## src/rtl/tpu_matmul_engine.sv

```systemverilog
// Byte-serial N x N matrix multiply engine: loads A then B, accumulates C = A * B'
// over N compute cycles, then streams post-processed results out MSB first.
module tpu_matmul_engine #(
  parameter int N     = 2,
  parameter int DW    = 8,
  parameter int OUT_W = 16
) (
  input  logic          clk_i,
  input  logic          rst_i,
  input  logic          clear_i,
  input  logic          in_valid_i,
  output logic          in_ready_o,
  input  logic [DW-1:0] in_data_i,
  input  logic          cfg_transpose_i,
  input  logic          cfg_signed_i,
  input  logic          cfg_relu_i,
  output logic          out_valid_o,
  input  logic          out_ready_i,
  output logic [7:0]    out_data_o,
  output logic          out_last_o,
  output logic          busy_o
);

  localparam int NN    = N * N;
  localparam int NOPS  = 2 * NN;
  localparam int BPE   = OUT_W / 8;
  localparam int ACC_W = 2 * DW + $clog2(N) + 1;
  localparam int CW    = ((ACC_W > OUT_W) ? ACC_W : OUT_W) + 1;
  localparam int LW    = $clog2(NOPS);
  localparam int KW    = $clog2(N);
  localparam int EW    = $clog2(NN);
  localparam int BW    = $clog2(BPE);

  localparam logic [LW-1:0] LAST_LOAD = LW'(NOPS - 1);
  localparam logic [KW-1:0] LAST_K    = KW'(N - 1);
  localparam logic [EW-1:0] LAST_ELEM = EW'(NN - 1);
  localparam logic [BW-1:0] LAST_BYTE = BW'(BPE - 1);

  localparam logic [CW-1:0] SMAX = {{(CW-OUT_W+1){1'b0}}, {(OUT_W-1){1'b1}}};
  localparam logic [CW-1:0] SMIN = {{(CW-OUT_W+1){1'b1}}, {(OUT_W-1){1'b0}}};
  localparam logic [CW-1:0] UMAX = {{(CW-OUT_W){1'b0}}, {OUT_W{1'b1}}};

  typedef enum logic [1:0] {LOAD, COMPUTE, DRAIN} state_e;

  state_e                 state_q, state_d;
  logic [LW-1:0]          loadCnt_q, loadCnt_d;
  logic [KW-1:0]          kCnt_q, kCnt_d;
  logic [EW-1:0]          elemCnt_q, elemCnt_d;
  logic [BW-1:0]          byteCnt_q, byteCnt_d;
  logic                   cfgT_q, cfgT_d, cfgS_q, cfgS_d, cfgR_q, cfgR_d;
  logic [NOPS*DW-1:0]     op_q;
  logic [NN*ACC_W-1:0]    acc_q, acc_d;
  logic                   loadEn;

  logic [DW-1:0]          aByte, bByte;
  logic signed [2*DW-1:0] sProd;
  logic [2*DW-1:0]        uProd;
  logic [ACC_W-1:0]       prod;
  int                     bIdx;

  logic [ACC_W-1:0]       accSel;
  logic [CW-1:0]          ext;
  logic [OUT_W-1:0]       res;

  always_comb begin
    state_d   = state_q;
    loadCnt_d = loadCnt_q;
    kCnt_d    = kCnt_q;
    elemCnt_d = elemCnt_q;
    byteCnt_d = byteCnt_q;
    cfgT_d    = cfgT_q;
    cfgS_d    = cfgS_q;
    cfgR_d    = cfgR_q;
    acc_d     = acc_q;
    loadEn    = 1'b0;
    aByte     = '0;
    bByte     = '0;
    sProd     = '0;
    uProd     = '0;
    prod      = '0;
    bIdx      = 0;
    case (state_q)
      LOAD: begin
        if (in_valid_i) begin
          loadEn = 1'b1;
          if (loadCnt_q == '0) begin
            cfgT_d = cfg_transpose_i;
            cfgS_d = cfg_signed_i;
            cfgR_d = cfg_relu_i;
          end
          if (loadCnt_q == LAST_LOAD) begin
            loadCnt_d = '0;
            state_d   = COMPUTE;
          end else begin
            loadCnt_d = loadCnt_q + LW'(1);
          end
        end
      end
      COMPUTE: begin
        // Every C[i][j] absorbs one rank-1 term per cycle, indexed by kCnt.
        for (int i = 0; i < N; i++) begin
          for (int j = 0; j < N; j++) begin
            aByte = op_q[(i*N + int'(kCnt_q))*DW +: DW];
            bIdx  = cfgT_q ? (NN + j*N + int'(kCnt_q)) : (NN + int'(kCnt_q)*N + j);
            bByte = op_q[bIdx*DW +: DW];
            sProd = $signed(aByte) * $signed(bByte);
            uProd = aByte * bByte;
            prod  = cfgS_q ? {{(ACC_W-2*DW){sProd[2*DW-1]}}, sProd}
                           : {{(ACC_W-2*DW){1'b0}}, uProd};
            acc_d[(i*N+j)*ACC_W +: ACC_W] = acc_q[(i*N+j)*ACC_W +: ACC_W] + prod;
          end
        end
        if (kCnt_q == LAST_K) begin
          kCnt_d  = '0;
          state_d = DRAIN;
        end else begin
          kCnt_d = kCnt_q + KW'(1);
        end
      end
      DRAIN: begin
        if (out_ready_i) begin
          if (byteCnt_q == LAST_BYTE) begin
            byteCnt_d = '0;
            if (elemCnt_q == LAST_ELEM) begin
              elemCnt_d = '0;
              acc_d     = '0;
              state_d   = LOAD;
            end else begin
              elemCnt_d = elemCnt_q + EW'(1);
            end
          end else begin
            byteCnt_d = byteCnt_q + BW'(1);
          end
        end
      end
      default: state_d = LOAD;
    endcase
    // Abort wins over any handshake happening on the same edge.
    if (clear_i) begin
      state_d   = LOAD;
      loadCnt_d = '0;
      kCnt_d    = '0;
      elemCnt_d = '0;
      byteCnt_d = '0;
      acc_d     = '0;
      loadEn    = 1'b0;
    end
  end

  always_ff @(posedge clk_i or posedge rst_i) begin
    if (rst_i) begin
      state_q   <= LOAD;
      loadCnt_q <= '0;
      kCnt_q    <= '0;
      elemCnt_q <= '0;
      byteCnt_q <= '0;
      cfgT_q    <= 1'b0;
      cfgS_q    <= 1'b0;
      cfgR_q    <= 1'b0;
      op_q      <= '0;
      acc_q     <= '0;
    end else begin
      state_q   <= state_d;
      loadCnt_q <= loadCnt_d;
      kCnt_q    <= kCnt_d;
      elemCnt_q <= elemCnt_d;
      byteCnt_q <= byteCnt_d;
      cfgT_q    <= cfgT_d;
      cfgS_q    <= cfgS_d;
      cfgR_q    <= cfgR_d;
      acc_q     <= acc_d;
      if (loadEn) op_q[int'(loadCnt_q)*DW +: DW] <= in_data_i;
    end
  end

  // ReLU then saturation, evaluated in a width wide enough for both ranges.
  always_comb begin
    accSel = acc_q[int'(elemCnt_q)*ACC_W +: ACC_W];
    ext    = cfgS_q ? {{(CW-ACC_W){accSel[ACC_W-1]}}, accSel}
                    : {{(CW-ACC_W){1'b0}}, accSel};
    if (cfgS_q && cfgR_q && ext[CW-1]) ext = '0;
    if (cfgS_q) begin
      if ($signed(ext) > $signed(SMAX))      res = SMAX[OUT_W-1:0];
      else if ($signed(ext) < $signed(SMIN)) res = SMIN[OUT_W-1:0];
      else                                   res = ext[OUT_W-1:0];
    end else begin
      res = (ext > UMAX) ? UMAX[OUT_W-1:0] : ext[OUT_W-1:0];
    end
  end

  assign in_ready_o  = (state_q == LOAD);
  assign out_valid_o = (state_q == DRAIN);
  assign busy_o      = (state_q == COMPUTE) || (state_q == DRAIN);
  assign out_data_o  = (state_q == DRAIN) ? res[(BPE-1-int'(byteCnt_q))*8 +: 8] : 8'h00;
  assign out_last_o  = (state_q == DRAIN) && (elemCnt_q == LAST_ELEM) && (byteCnt_q == LAST_BYTE);

endmodule

```

## config.mk

```make
export PLATFORM = sky130hd
export DESIGN_NAME = tpu_matmul_engine
export DESIGN_NICKNAME = d
export VERILOG_FILES = /design/src/rtl/tpu_matmul_engine.sv
export SDC_FILE = /design/constraint.sdc
export NUM_CORES = 2
export LEC_CHECK = 0
export BUFFER_PORTS_ARGS = -buffer_cell sky130_fd_sc_hd__buf_4
export CELL_PAD_IN_SITES_DETAIL_PLACEMENT = 1
export CELL_PAD_IN_SITES_GLOBAL_PLACEMENT = 2
export CORE_MARGIN = 2
export CORE_UTILIZATION = 45
export DETAILED_ROUTE_END_ITERATION = 7
export PLACE_DENSITY = 0.86
export SKIP_LAST_GASP = 1
export SLEW_MARGIN = 20
export SYNTH_ARGS = -nofsm -noshare
export SYNTH_HDL_FRONTEND = slang
export SYNTH_SLANG_ARGS = --single-unit
export TNS_END_PERCENT = 30
```

## constraint.sdc

```tcl
create_clock -name clk_i -period 15.25 [get_ports clk_i]
set_input_delay 2.2875 -clock clk_i [delete_from_list [all_inputs] [get_ports clk_i]]
set_output_delay 2.2875 -clock clk_i [all_outputs]
set_load 0.01 [all_outputs]
```

## After elaboration in Yosys (flattened, before gate mapping)

Cells that the tools add are included.

- Register bits: 148
- Latch bits: 0
- Memory bits (writable): 0
- Memory bits (read-only): 0
- Input port bits: 16
- Output and inout port bits: 12
- Logic and storage cells: 121
- Memories: 0

- Add/sub/neg operators: 15
- Multipliers: 9
- Div/mod/pow operators: 0
- $lt $le $gt $ge: 3
- Equal/unequal tests: 10
- Shift-type cells: 8
- Multiplexer cells: 46
- Bitwise logic cells: 0
- Reduce and logical (&&, ||, !) cells: 20

Operator list:

| kind | count |
|---|---|
| $mux 72 | 4 |
| $pmux 72 s2 | 1 |
| $mul 8x8->16 | 8 |
| $add 18x18->18 | 4 |
| $mux 18 | 4 |
| $shiftx 72x8->18 | 1 |
| $bwmux 64 | 1 |
| $mux 16 | 4 |
| $shift 8x33->64 const A | 1 |
| $shiftx 64x32->8 | 1 |
| $shiftx 64x5->8 | 1 |
| $shiftx 64x7->8 | 1 |
| $shiftx 64x9->8 | 1 |
| $shiftx 8x33->64 | 1 |
| $gt 19x16->1 const B | 2 |
| $mux 19 | 2 |
| $neg 6->33 | 1 |
| $mux 29 | 1 |
| $mux 2 | 12 |
| $lt 19x16->1 const B | 1 |
| $shiftx 16x5->8 | 1 |
| $mux 3 | 4 |
| $ne 3x2->1 const B | 4 |
| $reduce_bool 2->1 | 6 |
| other kinds (26) | 44 |

## Logic depth before layout (Yosys ltp)

- Word-level depth: 11
- Depth in mapped cells: 36
- Gate-level depth less buffers: 33

## Worst setup path after synthesis

No wires, ideal clock.

- Kind: register to register
- From: reg kCnt_q
- To: reg acc_q[34]
- Setup time: 0.133 ns
- Arrival: 7.069 ns
- Data required time: 15.117 ns
- Path slack: 8.048 ns
- Stages on the path, launching flop included: 31
- Buffers on the path: 4
- Cell sequence: dfrtp_1 clkbuf_1 clkbuf_1 buf_1 mux2i_1 clkbuf_1 nor2_1 fa_1 ha_1 fa_1 inv_1 fa_1 inv_1 ha_1 a21o_1 a21oi_1 nor2b_1 o21a_1 o21ai_0 nand2b_1 a21oi_1 o21ai_0 xor2_1 mux2_2 ha_1 a21oi_1 nand2_1 or3_1 a31oi_1 xor2_1 o21ai_0

- Longest elaborated chain between the ends: 9
- Elaborated cells between the ends (all ways): 12
- Those cells by class: add/sub (4); mul (2); shift (2); mux (4)

RTL lines:

| item | RTL line | RTL |
|---|---|---|
| from (decl) | 47 | `logic [KW-1:0] kCnt_q, kCnt_d;` |
| from (signal assigned) | 165 | `kCnt_q <= kCnt_d;` |
| $add 3x2->4 | 104 | `bIdx = cfgT_q ? (NN + j*N + int'(kCnt_q)) : (NN + int'(kCnt_q)*N + j);` |
| $add 4x1->5 | 104 |  |
| $mux 5 | 104 |  |
| $shiftx 64x9->8 | 105 | `bByte = op_q[bIdx*DW +: DW];` |
| $mul 8x8->16 (on tied branches) | 107, 106 |  |
| $mux 18 (*) | 108 | `prod = cfgS_q ? {{(ACC_W-2*DW){sProd[2*DW-1]}}, sProd}` |
| $add 18x18->18 (*) | 110 | `acc_d[(i*N+j)*ACC_W +: ACC_W] = acc_q[(i*N+j)*ACC_W +: ACC_W] + prod;` |
| $pmux 72 s2 (*) | 82 | `case (state_q)` |
| $mux 72 (*) | 139 | `if (clear_i) begin` |
| to (signal assigned) | 161 | `acc_q <= '0;` |
| to (signal assigned) | 171 | `acc_q <= acc_d;` |
| to (decl) | 52 | `logic [NN*ACC_W-1:0] acc_q, acc_d;` |

Every way passes the cells marked *; elsewhere a longest branch is shown, timed or not.
A chain may end at the register's enable or synchronous reset.

## Final worst setup path

- From: reg cfgT_q
- To: reg acc_q[34]

- Longest elaborated chain between the ends: 7
- Elaborated cells between the ends (all ways): 8
- Those cells by class: add/sub (1); mul (2); shift (1); mux (4)

RTL lines:

| item | RTL line | RTL |
|---|---|---|
| from (decl) | 50 | `logic cfgT_q, cfgT_d, cfgS_q, cfgS_d, cfgR_q, cfgR_d;` |
| from (signal assigned) | 168 | `cfgT_q <= cfgT_d;` |
| $mux 5 (*) | 104 |  |
| $shiftx 64x9->8 (*) | 105 |  |
| $mul 8x8->16 (on tied branches) | 107, 106 |  |
| $mux 18 (*) | 108 |  |
| $add 18x18->18 (*) | 110 |  |
| $pmux 72 s2 (*) | 82 |  |
| $mux 72 (*) | 139 |  |

Marked as above.

==> metrics.md <==
| Metric | Value |
|---|---|
| Global-route usage over all layers | 27.7% |
| Deepest clock path buffer count | 2 |
| Number of cell instances on the worst register-to-register path | 30 |
| R2R setup slack | around 6500 ps |
| Share of the cycle needed by the critical path after routing | a little under three fifths |
| Internal Power | between 2000 and 2500 uW |
| Nets | 3685 |
| Proportion of netlist area held by the largest area contributor | 26.2% |
| Worst setup slack after placement | around 6600 ps |
| Run status | complete, no violations |
| H-tree depth | 4 |
| Syn Area/Cell | slightly below 9 um^2 |
| Post-route total power | 5400 uW |
| Fraction of the yosys area taken by sequential cells | 14.1% |
| Unrepaired setup endpoints after global routing | no |
| Initial antenna violation count | 1 |
| Clock buffers created by TritonCTS | 17 |
| Leakage power figure | ~0.015 uW |
| Register bit total from synthesis | 148 |
| Path category of the worst min-delay check | reg2reg |
| Worst Setup EP | acc_q[34] |
| Element type at the critical path start | register |
| Power Density | 193 nW/um^2 |
| First-pass DRT Iterations | 5 |
| Buffers inserted by post-CTS timing repair | 0 |
| Effective utilization at floorplan | between 40% and 50% |
| Synthesis-to-layout area growth | 6.60% |
| Most used DFF post-synth | sky130_fd_sc_hd__dfrtp_1 |
| Clock skew after layout | between 15 and 20 ps |
| Final core area utilization | between 40% and 50% |
| Library cells used by synthesis | 66 |
| Synth Instances | between 3000 and 4000 |
| Fraction of power spent switching nets | 55.3% |
| Number of vias per cell | between 5 and 6 |
| Clock tree from TritonCTS | built |
| Die Wd | 246 um |
| Data required time at the worst endpoint | 15550 ps |
| First DRT Iteration DRCs | ~980 |
| Most used cell, CP | sky130_fd_sc_hd__inv_1 |
| VDD IR-drop max | about 0.00057 V |
| DR vias | 20746 |
| Arrival time reported for the critical path endpoint | about 9000 ps |
| Io pins | 28 |
| Post-detailed-placement half-perimeter wirelength | around 66000 um |
| Peak per-stage delay on the critical path | a little over 900 ps |
| Reg clk slew, reported paths | 60 ps |
| Commonest non-fill, non-tap cells in the layout | sky130_fd_sc_hd__inv_1, sky130_fd_sc_hd__fa_1, sky130_fd_sc_hd__ha_1, sky130_fd_sc_hd__nor2_1, sky130_fd_sc_hd__nand2_1 |
| Pin slew with the least headroom to its limit | between 1000 and 1500 ps |
| Setup TNS | 0 ps |
| Count of yosys warnings during synthesis | 0 |
| Y dimension of the die | 246 um |
| Max-cap violations | 0 |
| Port-buffer cells | 27 |
| Top cells by area, synth | sky130_fd_sc_hd__fa_1, sky130_fd_sc_hd__ha_1, sky130_fd_sc_hd__dfrtp_1 |
| Number of enable flip-flop cells after synthesis | 0 |
| Final weighted congestion in routability-driven placement | around 0.86 |
| Number of global-route vias before repair | approximately 23000 |
| Total count of max-transition violations in the final report | 0 |
| Final worst slack | ~6500 ps |
| Worst setup startpoint | cfgT_q |
| Combinational cell fraction of total power | 83.6% |
| Largest net degree at the start of global routing | about 80 |
| Clock root cell | sky130_fd_sc_hd__clkbuf_16 |
| Mapped Nets | roughly 3700 |
| Number of hold-slack violations in the final timing report | 0 |
| Post_cts resized | 0 |
| Dpl cells | approximately 3800 |
| Average routed wire per standard cell | around 21 um |
| Fill count | slightly below 7000 |
| Cell area after synthesis | about 26000 um^2 |
| Setup violation total in the final timing report | 0 |
| Start-to-end type of the worst setup path | reg2reg |
| Worst-skew pair later-pin latency | ~450 ps |
| Commonest non-fill, non-tap cell in the layout | sky130_fd_sc_hd__inv_1 |
| Number of standard cells in the final layout excluding fillers | ~3800 |
| Critical Path Sink Type | register |
| Part of the total power dissipated in sequential elements | ~8.0% |
| Core footprint | just under 60000 um^2 |
| Master of the slowest instance on the critical path | sky130_fd_sc_hd__dfrtp_1 |
| Post-detailed-route DRC marker count | 0 |
| Sum of routed wire length over all layers | between 80000 and 90000 um |
| Diode count | 0 |
| Fraction of layout cells with a size suffix above 1 | about 7.3% |
| Cell accounting for the most synthesized area | sky130_fd_sc_hd__fa_1 |
| Die Area | ~60000 um^2 |
| Clk sink count | between 100 and 150 |
| Fin crit period | just under 9000 ps |
| Number of nets with antenna violations after routing | 0 |
| Worst R2R End | acc_q[34] |
| Max Fclk | 0.115 GHz |
| Hold-fix buffers, CTS | 0 |
| Reg-to-reg startpoint | cfgT_q |
| Switch Pwr | around 3000 uW |
| Maximum fanout along the worst path | 19 |
| Global-route wire length before repair | roughly 130000 um |
| Worst slew margin | about a quarter |
| Part of the total power dissipated in the clock network | between 8 and 9% |
| Global route overflow | 0 |
| Proportion of synthesized flip-flops having asynchronous set or reset | 100% |
| Cell row count | 88 |
==> stage by stage <==
| step | hold WS [ps] | instance area (um^2) |
|---|---|---|
| floorplan | 450 | 26300 |
| global placement | 487 | 27400 |
| detailed placement | 497 | 27400 |
| CTS | 512 | 28000 |
| global route | 524 | 28000 |
| finish | 511 | 28000 |
==> power by group through the flow <==
stage | registers (uW) | logic (uW) | clock network, uW
3_5_place_dp | 441 | 4550 | 0
3_3_place_gp | 439 | 4370 | 0
2_1_floorplan | 425 | 3210 | 0
6_report | 434 | 4520 | 451
4_1_cts | 433 | 4570 | 457
5_1_grt | 436 | 5020 | 472
==> critical path: cells and delay by family (launching register included) <==
family | cells | cell delay (ps)
AO/OA/AOI/OAI | 9 | 1850
XOR/XNOR | 2 | 340
adder cells (fa/ha/maj) | 6 | 2840
buffers and inverters | 6 | 1140
flip-flops | 1 | 910
multiplexers | 2 | 710
AND/OR/NAND/NOR | 5 | 740
==> cells in the mapped netlist, drive strengths merged, types with 3 or more instances <==
cell type  instances
nand2            252
nor2             261
o22ai              5
mux2              91
nand4              3
o21bai            26
a21o              45
xnor2            103
a41oi              3
nor4               3
a21oi            127
a31oi             10
o21ai            142
a211o              8
dfrtp            148
a21boi             3
a2111oi            3
nand2b            27
xor2              61
ha               309
nor2b             18
o21a              18
a32o               3
nand3             35
mux4              18
a211oi            11
a22o              13
inv              703
fa               344
and3              10
and2              16
mux2i             35
clkbuf            60
o31ai             10
or3                8
buf               12
o211ai             4
nand3b             6
or2                5
nor3              32
==> cell type report <==
type | count | area, um^2 | area share (%)
flip-flops and latches | 148 | 3710 | 13.2
inverters | 704 | 2650 | 9.44
clock buffers | 19 | 443 | 1.58
repair buffers | 56 | 420 | 1.50
multi-input cells | 2089 | 19700 | 70.3
well taps | 765 | 957 | 3.41
clock inverters | 13 | 160 | 0.571
==> metal layers <==
layer	global-route usage (%)	routed length, um	vias to the layer above
met5	0	0	-
met3	2.49	2100	124
li1	-	-	9501
met1	33.7	33600	10823
met2	51.0	42200	298
met4	9.79	2850	0
==> registers in the layout (all words and copies together), names as in the netlist <==
signal and count:
cfgR_q 1, kCnt_q 1, cfgT_q 1, loadCnt_q 3, byteCnt_q 1, cfgS_q 1
state_q 2, op_q 64, elemCnt_q 2, acc_q 72
==> worst min path at each step <==
stage	from	to	slack, ps	cells past startpoint
floorplan	op_q[63]	op_q[63]	450	2
global placement	op_q[63]	op_q[63]	490	2
detailed placement	op_q[39]	op_q[39]	500	1
CTS	op_q[35]	op_q[35]	510	1
global route	op_q[35]	op_q[35]	520	1
finish	op_q[35]	op_q[35]	510	1
==> cell families after synthesis <==
logic type               after synthesis  synth area share (%)
buffers and inverters                776                  11.1
flip-flops                           148                  14.1
XOR/XNOR                             164                  5.46
AND/OR/NAND/NOR                      681                  11.1
multiplexers                         144                  6.77
AO/OA/AOI/OAI                        447                  10.6
adder cells (fa/ha/maj)              653                  40.9
No activity file was read; power rests on OpenSTA's default activity.
